`src/rtl/dr_load_arbiter_if.sv`:
```
// DR load path bundle: requester side (master) and arbiter side (slave).
// Carries requests, per-requester data, grants/acks and the DR load outputs.
interface dr_load_arbiter_if #(
  parameter int NREQ = 4,
  parameter int DW   = 8
);
  logic              arb_en;
  logic [NREQ-1:0]   req;
  logic [NREQ*DW-1:0] req_data;
  logic [NREQ-1:0]   gnt;
  logic [NREQ-1:0]   ack;
  logic              data_on_dr;
  logic [DW-1:0]     bus_2_dr;
  logic              busy;

  modport master (
    output arb_en, req, req_data,
    input  gnt, ack, data_on_dr,
    input  bus_2_dr, busy
  );

  modport slave (
    input  arb_en, req, req_data,
    output gnt, ack, data_on_dr,
    output bus_2_dr, busy
  );
endinterface

```
`src/rtl/dr_load_arbiter.sv`:
```
// Round-robin sequencer sharing the DR load path between NREQ requesters.
// IDLE -> LOAD (strobe) -> ACK, with a new capture allowed from ACK.
module dr_load_arbiter #(
  parameter int NREQ = 4,
  parameter int DW   = 8
) (
  input  logic clk,
  input  logic rst,
  dr_load_arbiter_if.slave bus
);

  localparam int IW = $clog2(NREQ);

  typedef enum logic [1:0] {
    IDLE,
    LOAD,
    ACK
  } state_e;

  state_e          state_q, state_d;
  logic [NREQ-1:0] gnt_q, gnt_d;
  logic [NREQ-1:0] ack_q, ack_d;
  logic            dod_q, dod_d;
  logic [DW-1:0]   dat_q, dat_d;
  logic            busy_q, busy_d;
  logic [IW-1:0]   rr_q, rr_d;

  logic [NREQ-1:0] req_eff;
  logic [IW:0]     idx;
  logic [IW-1:0]   win;
  logic            found;
  logic            start;

  // ack_q is non-zero only in ACK, so it masks the requester being acked
  always_comb begin
    req_eff = bus.req & ~ack_q;
    found   = 1'b0;
    win     = '0;
    idx     = '0;
    for (int i = 0; i < NREQ; i++) begin
      idx = {1'b0, rr_q} + (IW+1)'(i);
      if (idx >= (IW+1)'(NREQ))
        idx = idx - (IW+1)'(NREQ);
      if (!found && req_eff[idx[IW-1:0]]) begin
        found = 1'b1;
        win   = idx[IW-1:0];
      end
    end
  end

  always_comb begin
    start = bus.arb_en && found
            && (state_q != LOAD);
    state_d = state_q;
    gnt_d   = '0;
    ack_d   = '0;
    dod_d   = 1'b0;
    dat_d   = dat_q;
    rr_d    = rr_q;
    unique case (state_q)
      IDLE: state_d = start ? LOAD : IDLE;
      LOAD: state_d = ACK;
      ACK:  state_d = start ? LOAD : IDLE;
      default: state_d = IDLE;
    endcase
    if (state_q == LOAD)
      ack_d = gnt_q;
    if (start) begin
      gnt_d[win] = 1'b1;
      dod_d      = 1'b1;
      dat_d      = bus.req_data[win*DW +: DW];
      rr_d       = (win == IW'(NREQ-1))
                   ? '0 : win + 1'b1;
    end
    busy_d = (state_d != IDLE);
  end

  always_ff @(posedge clk or negedge rst) begin
    if (!rst) begin
      state_q <= IDLE;
      gnt_q   <= '0;
      ack_q   <= '0;
      dod_q   <= 1'b0;
      dat_q   <= '0;
      busy_q  <= 1'b0;
      rr_q    <= '0;
    end else begin
      state_q <= state_d;
      gnt_q   <= gnt_d;
      ack_q   <= ack_d;
      dod_q   <= dod_d;
      dat_q   <= dat_d;
      busy_q  <= busy_d;
      rr_q    <= rr_d;
    end
  end

  assign bus.gnt        = gnt_q;
  assign bus.ack        = ack_q;
  assign bus.data_on_dr = dod_q;
  assign bus.bus_2_dr   = dat_q;
  assign bus.busy       = busy_q;

endmodule

```
`src/flat_wrapper.sv`:
```
// flat-port wrapper written by rule: the top's interface ports become plain ports
module dr_load_arbiter_flat 
#(
  parameter int NREQ = 4,
  parameter int DW   = 8
)
  (clk, rst, bus_arb_en, bus_req, bus_req_data, bus_gnt, bus_ack, bus_data_on_dr, bus_bus_2_dr, bus_busy);
  dr_load_arbiter_if #(.NREQ(NREQ), .DW(DW)) bus_i ();
  input  logic clk;
  input  logic rst;
  input wire logic [$bits(bus_i.arb_en)-1:0] bus_arb_en;
  input wire logic [$bits(bus_i.req)-1:0] bus_req;
  input wire logic [$bits(bus_i.req_data)-1:0] bus_req_data;
  output wire logic [$bits(bus_i.gnt)-1:0] bus_gnt;
  output wire logic [$bits(bus_i.ack)-1:0] bus_ack;
  output wire logic [$bits(bus_i.data_on_dr)-1:0] bus_data_on_dr;
  output wire logic [$bits(bus_i.bus_2_dr)-1:0] bus_bus_2_dr;
  output wire logic [$bits(bus_i.busy)-1:0] bus_busy;
  assign bus_i.arb_en = bus_arb_en;
  assign bus_i.req = bus_req;
  assign bus_i.req_data = bus_req_data;
  assign bus_gnt = bus_i.gnt;
  assign bus_ack = bus_i.ack;
  assign bus_data_on_dr = bus_i.data_on_dr;
  assign bus_bus_2_dr = bus_i.bus_2_dr;
  assign bus_busy = bus_i.busy;
  dr_load_arbiter #(.NREQ(NREQ), .DW(DW)) u_core (.clk(clk), .rst(rst), .bus(bus_i));
endmodule
```
`config.mk`:
```
export PLATFORM = sky130hd
export DESIGN_NAME = dr_load_arbiter_flat
export DESIGN_NICKNAME = d
export VERILOG_FILES = /design/src/rtl/dr_load_arbiter_if.sv /design/src/rtl/dr_load_arbiter.sv /design/src/flat_wrapper.sv
export SDC_FILE = /design/constraint.sdc
export NUM_CORES = 1
export LEC_CHECK = 0
export ABC_AREA = 1
export CAP_MARGIN = 20
export CORE_MARGIN = 5
export CORE_UTILIZATION = 29
export CTS_CLUSTER_SIZE = 14
export DETAILED_ROUTE_END_ITERATION = 8
export PLACE_DENSITY = 0.59
export SYNTH_ARGS = -nofsm -noshare
export SYNTH_HDL_FRONTEND = slang
export SYNTH_SLANG_ARGS = --single-unit
```
`constraint.sdc`:
```
create_clock -name clk -period 2.2 [get_ports clk]
set_input_delay 0.44 -clock clk [delete_from_list [all_inputs] [get_ports clk]]
set_output_delay 0.44 -clock clk [all_outputs]
set_load 0.05 [all_outputs]
```
==> metrics.md <==
| Metric | Value |
|---|---|
| Seq pwr share | `between 15 and 20%` |
| Share of the synthesized area in the top cell type | `37.3%` |
| Min cycle time layout | `around 2000 ps` |
| Worst hold path type | `flip-flop to flip-flop` |
| Final period util | `91.4%` |
| Sequential share of the synthesized area | `between 30 and 40%` |
| Int Power | `around 1.8 mW` |
| Final Util | `between 40 and 50%` |
| CP startpoint | `u_core.rr_q[0]$_DFFE_PN0P_` |
| Synth area leaders | `dfrtp_1 (37%), nand3_1 (13%), nand2_1 (10%)` |
| Vias | `around 1500` |
| CP startpoint kind | `flip-flop` |
| Die height | `between 80 and 90 um` |
| CP required | `roughly 2400 ps` |
| Net switching power | `around 2.1 mW` |
| Antenna fix cells | `0` |
| Die area | `0.00662 mm2` |
| Post-synthesis cell count | `between 150 and 200` |
| Clock buffer depth | `2` |
| Die width | `approximately 80 um` |
| Post-synth top cells | `nand2_1 (40), nand3_1 (38), dfrtp_1 (22)` |
| Total GRT Usage | `about an eighth` |
| # nets final | `297` |
| GP Congestion | `slightly above 0.8` |
| CTS sink count | `22` |
| # hold bufs at CTS | `0` |
| Row Count | `26` |
| Core region area | `roughly 0.005 mm2` |
| Mapped cell area | `around 0.0015 mm2` |
| Reg-to-reg setup timing slack | `approximately 190 ps` |
| Post-synthesis cell type count | `22` |
| FFs w/ async S/R, synth | `100%` |
| CP endpoint kind | `flip-flop` |
| Root Driver | `clkbuf_8` |
| Warning count from the yosys run | `0` |
| Largest net degree at the start of global routing | `23` |
| Final setup vio count | `0` |
| F_max | `a little under 500 MHz` |
| Area Growth Syn to Fin | `51.3%` |
| Status | `completed` |
| Worst Max-Slew Pin Slew | `about 510 ps` |
| H-tree depth | `1` |
| Critical path capture point | `u_core.bus.bus_2_dr[0]$_DFFE_PN0P_` |
| Clock power frac | `between 9 and 10%` |
| Setup ws final | `approximately 190 ps` |
| First-pass GRT wire length | `6790 um` |
| Iteration-0 DRC Markers | `44` |
| Net Sw Frac | `roughly 53%` |
| FF/Latch Area | `between 500 and 600 um2` |
| Setup CP Type | `flip-flop to flip-flop` |
| Fill count | `approximately 510` |
| Worst R2R End | `u_core.bus.bus_2_dr[0]$_DFFE_PN0P_` |
| Total power draw | `3.89 mW` |
| Routed WL | `around 4100 um` |
| Hpwl dp | `about 3100 um` |
| Final hold vios | `0` |
| # IOs | `57` |
| Power Density | `approximately 1700 mW/mm2` |
| Starting Density | `between 20 and 30%` |
| Syn nets | `231` |
| Post-CTS Setup Bufs | `0` |
| CP max FO | `8` |
| Rel. slew slack | `65.9%` |
| Post-cts resize count | `0` |
| Worst R2R Path Depth | `11` |
| Vias in the first global route | `roughly 1500` |
| Vias per Instance | `about 4.6` |
| Worst R2R Start | `u_core.rr_q[0]$_DFFE_PN0P_` |
| Flops & latches, synth | `22` |
| GRT overflow | `0` |
| Clk_skew | `around 4.7 ps` |
| WL per Instance | `12.6 um` |
| Initial antenna violation count | `0` |
| Max-cap violation count | `0` |
| IO Port Bufs | `between 50 and 60` |
| Layout cells sized above 1 | `approximately 19%` |
| Pins Over Slew Limit | `0` |
| Max VDD drop | `roughly 800 uV` |
| Post-synth EDFFs | `0` |
| RSZ-0062 raised after global routing | `no` |
| Skew-Pair Late Insertion Delay | `approximately 260 ps` |
| Mapped Avg Cell Area | `just under 8 um2` |
| Pre-Repair DR Iteration Count | `4` |
| Area of the multi-input gates | `785 um2` |
| DR DRC count | `0` |
| CTS buffer count | `3` |
| Setup WS pre-CTS | `-85.7 ps` |
| CTS tree | `yes` |
| Hold WS | `409 ps` |
| Logic pwr share | `~70%` |
| Worst path arrival time | `~2200 ps` |
| Post-synth top area cell | `dfrtp_1` |
| Worst-path clk slew | `around 90 ps` |
| Most common cell in the netlist | `nand2_1` |
| Final ANT Viol Nets | `0` |
| P_leak | `just over 1 nW` |
| Main synth FF type | `dfrtp_1` |
-- power groups by stage --
stage / logic [mW] / registers (mW) / clock network, mW
after floorplan: 1.66 / 1.07 / 0
after global placement: 2.81 / 0.712 / 0
after detailed placement: 2.81 / 0.709 / 0
after CTS: 2.82 / 0.706 / 0.392
after global routing: 3.12 / 0.731 / 0.406
final: 2.81 / 0.706 / 0.382
-- metal layers --
layer	GRT usage [%]	vias to the layer above	part of all wire, %
met4	5.24	0	0.52
met2	20.9	37	48
met1	17.2	686	46
met5	0	-	0
met3	2.88	2	5.3
li1	-	764	-
-- worst min-delay path by stage --
stage	startpoint	to	slack (ps)	cells after the start
after floorplan	rst	u_core.bus.ack[0]$_DFF_PN0_	140	0
after global placement	u_core.state_q[1]$_DFF_PN0_	u_core.state_q[1]$_DFF_PN0_	400	1
after detailed placement	u_core.state_q[1]$_DFF_PN0_	u_core.state_q[1]$_DFF_PN0_	400	1
after CTS	u_core.state_q[1]$_DFF_PN0_	u_core.state_q[1]$_DFF_PN0_	410	1
after global routing	u_core.state_q[1]$_DFF_PN0_	u_core.state_q[1]$_DFF_PN0_	440	1
final	u_core.state_q[1]$_DFF_PN0_	u_core.state_q[1]$_DFF_PN0_	410	1
-- area by class of cell --
class | instances | area share [%]
clock inverter | 1 | 1.34
inverter | 19 | 3.75
tap | 70 | 3.92
multi-input combinational | 139 | 35.1
timing repair buffer | 69 | 29.4
sequential | 22 | 24.6
clock buffer | 3 | 1.85
-- stage by stage --
stage / instance area, um2 / instances / setup TNS, ps
2_1_floorplan: 1480 / 188 / 0
3_3_place_gp: 2160 / 319 / -212
3_5_place_dp: 2160 / 319 / -754
4_1_cts: 2240 / 323 / 0
5_1_grt: 2240 / 323 / 0
6_report: 2240 / 323 / 0
-- layout by cell type, fill, tap and decap left out --
cell and n:
clkdlybuf4s50_1 56, nand2_1 40, nand3_1 38, dfrtp_1 22, nand4_1 17, inv_1 15, nand2_2 14, buf_4 13
nor2_1 10, nand3_2 8, ha_1 4, clkbuf_8 3, inv_4 2, nand2_4 2, o21ai_0 2, inv_8 1
nand4_4 1, inv_2 1, and2_1 1, nand3_4 1, o21ai_1 1, bufinv_16 1
-- worst max-delay path: stages (launching register included) --
cell     delay (ps)
dfrtp_1         600
nand3_1         190
nand3_1         140
nand2_2         120
and2_1          190
nand3_1          60
nand2_1          70
nand2_2         140
buf_4           170
nand3_1          90
nand3_1          90
nand2_1          50
-- sequential cells by signal (all words and copies together) (netlist names) --
register / count
u_core.state_q: 2
u_core.bus.data_on_dr: 1
u_core.bus.gnt: 4
u_core.rr_q: 2
u_core.bus.busy: 1
u_core.bus.ack: 4
u_core.bus.bus_2_dr: 8
-- cell families after synthesis --
logic type | share of synthesized area, %
AOI/OAI and AO/OA | 1.02
adders and majority gates | 3.39
buffers and inverters | 9.65
DFF | 37.3
and+or+nand+nor | 48.7
No activity file was read; power rests on OpenSTA's default activity.
==> patch 1, RTL diff (same flow settings) <==
The 3 states of `state_e` get a one-hot encoding in 3 bits.
--- a/src/rtl/dr_load_arbiter.sv
+++ b/src/rtl/dr_load_arbiter.sv
@@ -12,8 +12,8 @@
   localparam int IW = $clog2(NREQ);
 
-  typedef enum logic [1:0] {
-    IDLE,
-    LOAD,
-    ACK
+  typedef enum logic [2:0] {
+    IDLE = 3'b001,
+    LOAD = 3'b010,
+    ACK  = 3'b100
   } state_e;
 
Check against the original RTL: no difference found for any inputs over 10 cycles, from zero or initial values and one cycle with rst low; not proved beyond that.
==> patch 1 against the unedited design <==
Area after synthesis up 15%; critical path depth down 1; count of clock-buffer cells in the layout unchanged; sequential cell count up 1; total power up 4.7%; largest power group unchanged; cell area up 11%; worst setup slack worse by 0.0034 ns; wire length up 3.8%.
==> patch 1: results (changes against the unedited design) <==
[outcome]
status = finished clean  ; unchanged

[synth]
synthTopCellsByArea = dfrtp_1, nand2_1, inv_1, nand3_1, nand4_1  ; was dfrtp_1, nand3_1, nand2_1, nand4_1, nand2_2
ys_types = 25  ; was 22
synth_commonest_cells = nand2_1, inv_1, nand3_1  ; was nand2_1, nand3_1, dfrtp_1
synthAdderAreaFrac_pct = 2.95  ; was 3.39%
yosys_warnings = 0  ; unchanged
synthMuxAreaShare_pct = 0  ; unchanged
synth-seq-area-share_pct = 33.9  ; was 37.3%
synth_xor_area_share_pct = 0  ; unchanged
syn_nets = 280  ; was 231
synth_edf_count = 0  ; unchanged
synth-compound-area-share_pct = 3.39  ; was 1.02%

[clocking]
htreeDepth = 1  ; unchanged
clockBufferDepth = 2  ; unchanged
cts_buffers = 3  ; unchanged

[finish]
fill_cells = 603  ; was 512
n_antenna_cell = 0  ; unchanged
fin_nets = 347  ; was 297
drive_above_1_share_pct = 16.8  ; was 18.6%

[grt]
grt_pass1_vias = 1643  ; was 1,477
grt_util_all_layers_pct = 11.7  ; was 13.1%
grt_max_degree = 24  ; was 23
grt_pass1_wl_um = 7160  ; was 6790 um

[routing]
num_vias = 1655  ; was 1,489
drtIter0Drc = 32  ; was 44
wirelength_um = 4220  ; was 4060 um

[critical_path]
cp_max_fo = 10  ; was 8
r2r_slack_ns = 0.27  ; was 0.19 ns
reg2reg_to = u_core.bus.gnt[1]  ; was u_core.bus.bus_2_dr[0]
r2r_start = u_core.rr_q[1]  ; was u_core.rr_q[0]
reg2reg_depth = 10  ; was 11

[worst_hold_path]
holdPathStages = 2  ; was 1
min_from = u_core.bus.bus_2_dr[3]  ; was u_core.state_q[1]
hold_end = u_core.bus.bus_2_dr[3]  ; was u_core.state_q[1]

[pwr]
irDropWorstVdd_uv = 656  ; was 795 uV
p_leak_nw = 1.26  ; was 1.02 nW

[placement]
gp_congestion = 0.787  ; was 0.814
dp_hpwl_um = 3450  ; was 3080 um
post-place-ws_ns = -0.0786  ; was -0.0857 ns

[sta]
clock_skew_ns = 0.00241  ; was 0.00469 ns
tightest_slew_ns = 0.502  ; was 0.510 ns

patch 1: cell count changes in the layout (fill, tap and decap cells not counted), sizes merged, moves of 2 or more:
cell	unedited run	this run
inv	19	52
nand2	56	75
nand3	47	37
a21oi	0	3
nor2	10	12
patch 1: repair_timing:
action                                 CTS  global route
gates resized for setup                  0             1
setup endpoints to repair                0             8
endpoints found under the hold margin    0             0
patch 1: stage by stage:
stage	hold WS, ns	instance area [um^2]	setup TNS [ns]	instances	total power [mW]
5_1_grt	0.501	2470	0	375	4.47
3_3_place_gp	0.467	2420	-0.321	371	3.85
3_5_place_dp	0.464	2420	-0.608	371	3.86
4_1_cts	0.486	2470	0	375	4.13
2_1_floorplan	0.144	1700	0	237	2.86
6_report	0.481	2470	0	375	4.08
patch 1: worst max-delay path by stage:
stage,start,to,slack (ns)
final,bus_req[3],u_core.bus.gnt[1],0.19
after global routing,bus_req[1],u_core.bus.gnt[1],0.02
after CTS,u_core.rr_q[0],u_core.bus.gnt[1],0.19
after detailed placement,bus_req[3],u_core.bus.gnt[1],-0.08
after global placement,bus_req[1],u_core.bus.bus_2_dr[0],-0.05
after floorplan,u_core.bus.ack[3],u_core.rr_q[1],0.04
patch 1: metal layers:
| metal | wire, um | GRT usage [%] | part of all wire [%] | vias to the layer above |
|---|---|---|---|---|
| li1 | - | - | - | 868 |
| met1 | 1850 | 14.7 | 44 | 731 |
| met2 | 1990 | 19.6 | 47 | 50 |
| met3 | 316 | 3.61 | 7.5 | 6 |
| met4 | 59 | 2.55 | 1.4 | 0 |
| met5 | 0 | 0 | 0 | - |
patch 1: layout make-up:
class	instances	area (um^2)	share of cell area [%]
inverters	52	205	8.30
well taps	72	90.1	3.64
repair buffers	70	691	27.9
flip-flops and latches	23	578	23.4
clock buffers	3	41.3	1.67
multi-input cells	154	862	34.9
clock inverters	1	5.00	0.202
patch 1: report_power, final:
part / total, mW / internal [mW] / switching [mW]
clock network: 0.256 / 0.126 / 0.129
registers: 0.721 / 0.596 / 0.125
logic: 3.10 / 1.21 / 1.89
total: 4.08 / 1.93 / 2.14
patch 1: critical path, stage by stage:
cell             delay [ns]
clkdlybuf4s50_1        0.50
nand3_1                0.13
nand3_1                0.13
nand2_2                0.13
nand3_1                0.11
nand2_1                0.10
a21oi_4                0.31
ha_1                   0.21
inv_1                  0.04
nor2_1                 0.11
patch 1: cell families after synthesis:
| family | count (synthesis) |
|---|---|
| AO/OA/AOI/OAI | 8 |
| adder cells (fa/ha/maj) | 4 |
| AND/OR/NAND/NOR | 142 |
| flip-flops | 23 |
| buffers and inverters | 60 |
==> patch 2, RTL diff (same flow settings) <==
Made on the original files. `DW` is set to 8 in 3 places; all go to 6.
--- a/src/rtl/dr_load_arbiter_if.sv
+++ b/src/rtl/dr_load_arbiter_if.sv
@@ -3,5 +3,5 @@
 interface dr_load_arbiter_if #(
   parameter int NREQ = 4,
-  parameter int DW   = 8
+  parameter int DW   = 6
 );
   logic              arb_en;
--- a/src/rtl/dr_load_arbiter.sv
+++ b/src/rtl/dr_load_arbiter.sv
@@ -3,5 +3,5 @@
 module dr_load_arbiter #(
   parameter int NREQ = 4,
-  parameter int DW   = 8
+  parameter int DW   = 6
 ) (
   input  logic clk,
--- a/src/flat_wrapper.sv
+++ b/src/flat_wrapper.sv
@@ -3,5 +3,5 @@
 #(
   parameter int NREQ = 4,
-  parameter int DW   = 8
+  parameter int DW   = 6
 )
   (clk, rst, bus_arb_en, bus_req, bus_req_data, bus_gnt, bus_ack, bus_data_on_dr, bus_bus_2_dr, bus_busy);
Interface: changed (resized bus_bus_2_dr and bus_req_data); port bits go from 57 to 47. No check against the original RTL was run, so the function may have changed too.
==> patch 2 against the unedited design <==
Clock skew is 0.0027 ns lower; first-iteration DRC count is 120% higher; final cell count is 3.7% lower; total power is 8.1% lower; sequential cell count is 2 lower; wire length is 16% lower; area after synthesis is 6.3% lower; critical path depth stayed put; clock power is 6.3% lower; global-route usage is 2.4 points lower; worst setup slack better by 0.055 ns; cell area is 8.4% lower; combinational power is 7.1% lower; maximum frequency is 2.8% higher; highest routed layer unchanged.
==> patch 2: results (changes against the unedited design) <==
[outcome]
status = finished clean  ; unchanged

[grt]
grt_max_degree = 21  ; was 23
grtUsageMet1_pct = 14.0  ; was 17.2%
grt_pass1_vias = 1250  ; was 1,477
grt_pass1_wl_um = 5460  ; was 6790 um
grt_util_all_layers_pct = 10.8  ; was 13.1%

[critical_path]
crit_end = u_core.rr_q[1]  ; was u_core.bus.bus_2_dr[0]
cp-startpoint = bus_req[0]  ; was u_core.rr_q[0]
cp_max_fo = 5  ; was 8
r2r_slack_ns = 0.25  ; was 0.19 ns
slowest_delay_ns = 0.48  ; was 0.60 ns

[pwr]
p_int_mw = 1.77  ; was 1.84 mW
power_frac_clock_pct = 10.0  ; was 9.8%
p_comb_share_pct = 72.8  ; was 72.1%
p_leak_nw = 1.08  ; was 1.02 nW
irDropWorstVdd_uv = 635  ; was 795 uV

[sta]
slew_headroom_pct = 65.6  ; was 65.9%
final.period_utilization_pct = 88.9  ; was 91.4%

[routing]
met2WireLength_um = 1500  ; was 1950 um
routedWlPerCell_um = 11.0  ; was 12.6 um
wl_met3_um = 266  ; was 217 um

[finish]
largest_reg_flops = 6  ; was 8
drive_above_1_share_pct = 12.5  ; was 18.6%
fill_cells = 482  ; was 512

[synth]
synthAdderAreaFrac_pct = 3.61  ; was 3.39%
ys_types = 19  ; was 22
synthTopCellsByArea = dfrtp_1, nand2_1, inv_1, nand3_1, nand4_1  ; was dfrtp_1, nand3_1, nand2_1, nand4_1, nand2_2
syn_nets = 238  ; was 231
synth_commonest_cells = nand2_1, inv_1, nand3_1  ; was nand2_1, nand3_1, dfrtp_1

[clocking]
clkSlewWorstSetupHoldPaths_ns = 0.07  ; was 0.09 ns

[placement]
gp_congestion = 0.789  ; was 0.814
dp_hpwl_um = 2770  ; was 3080 um

patch 2: cell types whose count changed after synthesis, sizes merged:
| cell | delta |
|---|---|
| inv | +25 |
| and2 | -1 |
| dfrtp | -2 |
| buf | -1 |
| nand4 | -2 |
| nand2 | +11 |
| nand3 | -15 |
patch 2: stage by stage:
step / hold WS [ns] / cells / instance area (um^2) / power (mW)
after floorplan: 0.144 / 203 / 1390 / 2.36
after global placement: 0.400 / 307 / 1980 / 3.23
after detailed placement: 0.407 / 307 / 1980 / 3.25
after CTS: 0.417 / 311 / 2050 / 3.62
after global routing: 0.423 / 311 / 2050 / 3.88
final: 0.413 / 311 / 2050 / 3.58
patch 2: final cells by class:
| cell class | instances | area share [%] |
|---|---|---|
| clock buffers | 3 | 2.02 |
| repair buffers | 57 | 27.7 |
| clock inverters | 1 | 1.47 |
| flip-flops and latches | 20 | 24.4 |
| multi-input cells | 132 | 32.9 |
| well taps | 54 | 3.30 |
| inverters | 44 | 8.19 |
